File: src/rtl/mem_stage.sv
// mem_stage: data-memory access and MEM/WB pipeline register.
// In: EX result, store data, control bits, stall/flush. Out: branch select, WB bundle, misalign pulse.
module mem_stage #(
  parameter int ADDR_W = 6
) (
  input  logic        clk,
  input  logic        rst_n,
  input  logic        valid_ex,
  input  logic [31:0] brnch,
  input  logic        zero,
  input  logic [31:0] ALUresult,
  input  logic [31:0] rdData2,
  input  logic [4:0]  writeReg,
  input  logic        Branch,
  input  logic        MemRead,
  input  logic        MemWrite,
  input  logic        RegWrite,
  input  logic        MemtoReg,
  input  logic        stall,
  input  logic        flush,
  output logic        PCSrc,
  output logic [31:0] brTarget,
  output logic        valid_wb,
  output logic [31:0] readData_wb,
  output logic [31:0] ALUresult_wb,
  output logic [4:0]  writeReg_wb,
  output logic        RegWrite_wb,
  output logic        MemtoReg_wb,
  output logic        misalign_err
);

  localparam int DEPTH = 1 << ADDR_W;

  typedef struct packed {
    logic        valid;
    logic [31:0] rdata;
    logic [31:0] alu;
    logic [4:0]  wreg;
    logic        regwr;
    logic        m2r;
  } mem_wb_t;

  logic              live;
  logic              go;
  logic              aligned;
  logic [ADDR_W-1:0] addr;
  logic              ld_en;
  logic              st_en;
  logic [31:0]       rd_word;

  logic [31:0] mem_q [DEPTH];

  mem_wb_t wb_d;
  mem_wb_t wb_q;
  logic    mis_d;
  logic    mis_q;

  // Upper address bits are ignored; the array wraps.
  logic unused_addr_hi;
  assign unused_addr_hi = ^ALUresult[31:ADDR_W+2];

  assign live    = valid_ex & ~flush;
  assign go      = live & ~stall;
  assign aligned = (ALUresult[1:0] == 2'b00);
  assign addr    = ALUresult[ADDR_W+1:2];
  assign ld_en   = go & MemRead;
  assign st_en   = go & MemWrite & aligned;
  assign rd_word = mem_q[addr];

  // Stall does not mask the branch; flush does.
  assign PCSrc    = live & Branch & zero;
  assign brTarget = brnch;

  // No reset on the array; writes are gated off while in reset.
  always_ff @(posedge clk) begin
    if (rst_n && st_en) begin
      mem_q[addr] <= rdData2;
    end
  end

  always_comb begin
    wb_d = wb_q;
    if (!stall) begin
      wb_d.valid = live;
      wb_d.alu   = ALUresult;
      wb_d.wreg  = writeReg;
      wb_d.m2r   = MemtoReg;
      wb_d.regwr = live & RegWrite & ~(MemRead & ~aligned);
    end
    // Read-before-write: rd_word is the pre-edge contents.
    if (ld_en) begin
      wb_d.rdata = aligned ? rd_word : 32'h0;
    end
    mis_d = go & (MemRead | MemWrite) & ~aligned;
  end

  always_ff @(posedge clk or negedge rst_n) begin
    if (!rst_n) begin
      wb_q  <= '0;
      mis_q <= 1'b0;
    end else begin
      wb_q  <= wb_d;
      mis_q <= mis_d;
    end
  end

  assign valid_wb     = wb_q.valid;
  assign readData_wb  = wb_q.rdata;
  assign ALUresult_wb = wb_q.alu;
  assign writeReg_wb  = wb_q.wreg;
  assign RegWrite_wb  = wb_q.regwr;
  assign MemtoReg_wb  = wb_q.m2r;
  assign misalign_err = mis_q;

endmodule

File: config.mk
export PLATFORM = sky130hd
export DESIGN_NAME = mem_stage
export DESIGN_NICKNAME = d
export VERILOG_FILES = /design/src/rtl/mem_stage.sv
export SDC_FILE = /design/constraint.sdc
export NUM_CORES = 2
export LEC_CHECK = 0
export CORE_MARGIN = 2
export CORE_UTILIZATION = 55
export DETAILED_ROUTE_END_ITERATION = 8
export PLACE_DENSITY = 0.75
export REMOVE_ABC_BUFFERS = 1
export SYNTH_ARGS = -nofsm -noshare
export SYNTH_HDL_FRONTEND = slang
export SYNTH_SLANG_ARGS = --single-unit
export TNS_END_PERCENT = 20
File: constraint.sdc
create_clock -name clk -period 1.84 [get_ports clk]
set_input_delay 0.276 -clock clk [delete_from_list [all_inputs] [get_ports clk]]
set_output_delay 0.276 -clock clk [all_outputs]
set_load 0.01 [all_outputs]
==> metrics.txt <==
CTS Buffer Depth=3; Crit. End Element=flip-flop; ys async rst share=3.44%; sequential-to-total area share from yosys stat=78.5%; critical path's top delay family=simple AND/OR/NAND/NOR gates; remaining antenna violation count=1; DP HPWL=147000 µm; register area=63400 µm²; final instance area=98800 µm²; number of I/O pins=218; VDD IR max=902 µV; Cells after DPL=6742; synth warn=0; CTS H-tree lvls=4; gr usage total=31.5%; CP max-delay cell=nor4_4; failing checks=antenna violations, negative setup slack; Synth Instances=4335; drt pass-1 iters=8; CP Cell Sequence=mux4_2 > a22oi_2 > o2111ai_2 > buf_6 > nor4_4 > a21oi_2; CTS tree=done; Filler cells=8848; largest net degree at the start of global routing=65; die area=150000 µm²; clk_lat worst skew=0.85 ns; startpoint types=flip-flop; Critical path buffers and inverters=1; port bufs=153; Hold/Removal Path Class=in2reg; maximum fanout along the worst path=1; core footprint=146000 µm²; global-route wire length before repair=338000 µm; Crit Path Class=reg2reg; Setup violations, final=33; Initial Utilization=55.4%; vias in the first global route=47334; crit share post-route=127%; crit path DAT=3.01 ns; Slew Limit Fails=0; DIE WIDTH=387 µm; Synth Flop Type=edfxtp_1; top cell type's share of synthesized area=76.2%; Final Skew=0.0378 ns; WL final=239000 µm; final core occ=67.8%; multi-input combinational cell area=17300 µm²; Total Neg Setup Slack=-4.46 ns; Die Height=387 µm; Critical Path Max Stage Delay=0.62 ns; Hold Violations, Final=0; DRT iter0 DRCs=6893; min Tclk post-route=2.33 ns; CTS clk-pin slew, worst paths=0.06 ns; Post-synth EDFFs=2048; Hold Path Depth=2; global route overflow=0; placed cell area=91400 µm²; fin cells=7164; Synth area leaders=edfxtp_1 (76%), mux2i_1 (4.8%), mux4_2 (3.5%); Layout Nets=5175; row count=140; Power Density=998 nW/µm²; setup ws final=-0.490 ns; reg2reg path depth=6; WL/cell=33.3 µm; instance count on the critical path=6; WP data required=2.52 ns; slew margin rel.=32.7%; area delta synth->final=22.4%; layout cells sized above 1=26.8%; GPL Wtd Cong=0.977; P_leak=33.0 nW; Worst-Margin Slew=1.01 ns; CTS root buf=clkbuf_16; DR vias/cell=6.70; Residual DRC=0; Distinct cells, synth=55; Num CTS Buffers=198; DR vias=48023; initial antenna violation count=11; RSZ-0062 raised after global routing=true; Synth area leader=edfxtp_1; f_max=429 MHz; Synth Cell Area=80700 µm²; max_cap viols=0; Clock Sinks=2121; status=finished, violations left; FF+latch count, synth=2121; Syn Area/Cell=18.6 µm²
cell usage after synthesis (3+ instances only):
cell type and n:
nand2b_1 7, nor2b_1 10, o2111ai_1 28, nor4_1 28
a22o_1 64, nor3_1 3, mux2_2 38, and2_1 5
nor2_1 117, o21ai_0 42, or2_2 3, buf_2 96
a21o_1 29, nor3_2 3, buf_4 38, a21oi_1 93
nand4_1 6, nand2_1 86, nand3b_1 3, o22ai_1 276
mux2i_1 386, o22a_1 28, and3_1 57, buf_1 38
nand3_1 8, buf_6 5, dfrtp_1 73, a221oi_1 88
clkbuf_1 146, mux4_2 127, o221ai_1 4, edfxtp_1 2048
a22oi_1 324
layer usage:
metal,track usage (%),routed length (µm)
met1,40.9,83700
met2,50.4,114000
met3,6.92,26000
met4,16.6,14900
met5,0.0957,53
per-stage QoR:
step	hold slack [ns]	worst slack, ns	power, W
2_1_floorplan	-0.0196	-10.40	0.0562
3_3_place_gp	0.311	-2.26	0.0603
3_5_place_dp	0.315	-1.93	0.0604
4_1_cts	0.00405	-0.386	0.0986
5_1_grt	0.0272	-0.508	0.101
6_report	0.0433	-0.490	0.0986
where the power goes:
part | switching [W] | internal, W | total [W]
combinational | 0.00381 | 0.00249 | 0.00630
sequential | 0.000271 | 0.0531 | 0.0534
clock | 0.0176 | 0.0213 | 0.0389
total | 0.0217 | 0.0769 | 0.0986
final timing paths:
check | start | to | slack [ns]
worst min register to register | valid_wb | valid_wb | 0.49
worst min-delay path | ALUresult[14] | ALUresult_wb[14] | 0.04
min in group asynchronous | rst_n | misalign_err | 0.10
worst max register to register | mem_q[11][2] | readData_wb[2] | -0.49
worst max-delay path | mem_q[11][2] | readData_wb[2] | -0.49
max in group asynchronous | rst_n | readData_wb[29] | 0.35
kinds of logic after synthesis:
logic type      after synthesis  share of synthesized area [%]
buf+inv                     324                           1.88
flops                      2121                           78.5
mux                         551                           8.86
simple gates                347                           2.09
compound gates              992                           8.72
what timing repair did:
item	CTS	global route
gates cloned	0	4
hold buffers	32	0
gates resized for setup	309	71
setup buffers	1	2
endpoints found under the hold margin	1428	0
pin swaps	28	37
endpoints found under the setup margin	103	478
flip-flops by register name, summed over array words and instances, names as in the netlist:
register / count
RegWrite_wb: 1
valid_wb: 1
readData_wb: 32
mem_q: 2048
MemtoReg_wb: 1
writeReg_wb: 5
misalign_err: 1
ALUresult_wb: 32
cell type report:
| type | instances | share of cell area, % |
|---|---|---|
| flip-flops and latches | 2121 | 64.1 |
| multi-input cells | 1890 | 17.6 |
| repair buffers | 851 | 9.65 |
| clock buffers | 261 | 5.33 |
| well taps | 1917 | 2.43 |
| clock inverters | 105 | 0.847 |
| diodes | 18 | 0.0456 |
| inverters | 1 | 0.00380 |
placed cells by master, fill, tap and decap left out, types with 79 or more instances in the layout:
cell type     n
clkbuf_16   203
mux4_2      127
nand2_1      83
edfxtp_1   2048
a221oi_1     86
buf_4       425
o22ai_1     274
a21oi_1      79
buf_12      233
a22oi_1     297
mux2i_1     385
(Power assumes the default switching activity.)
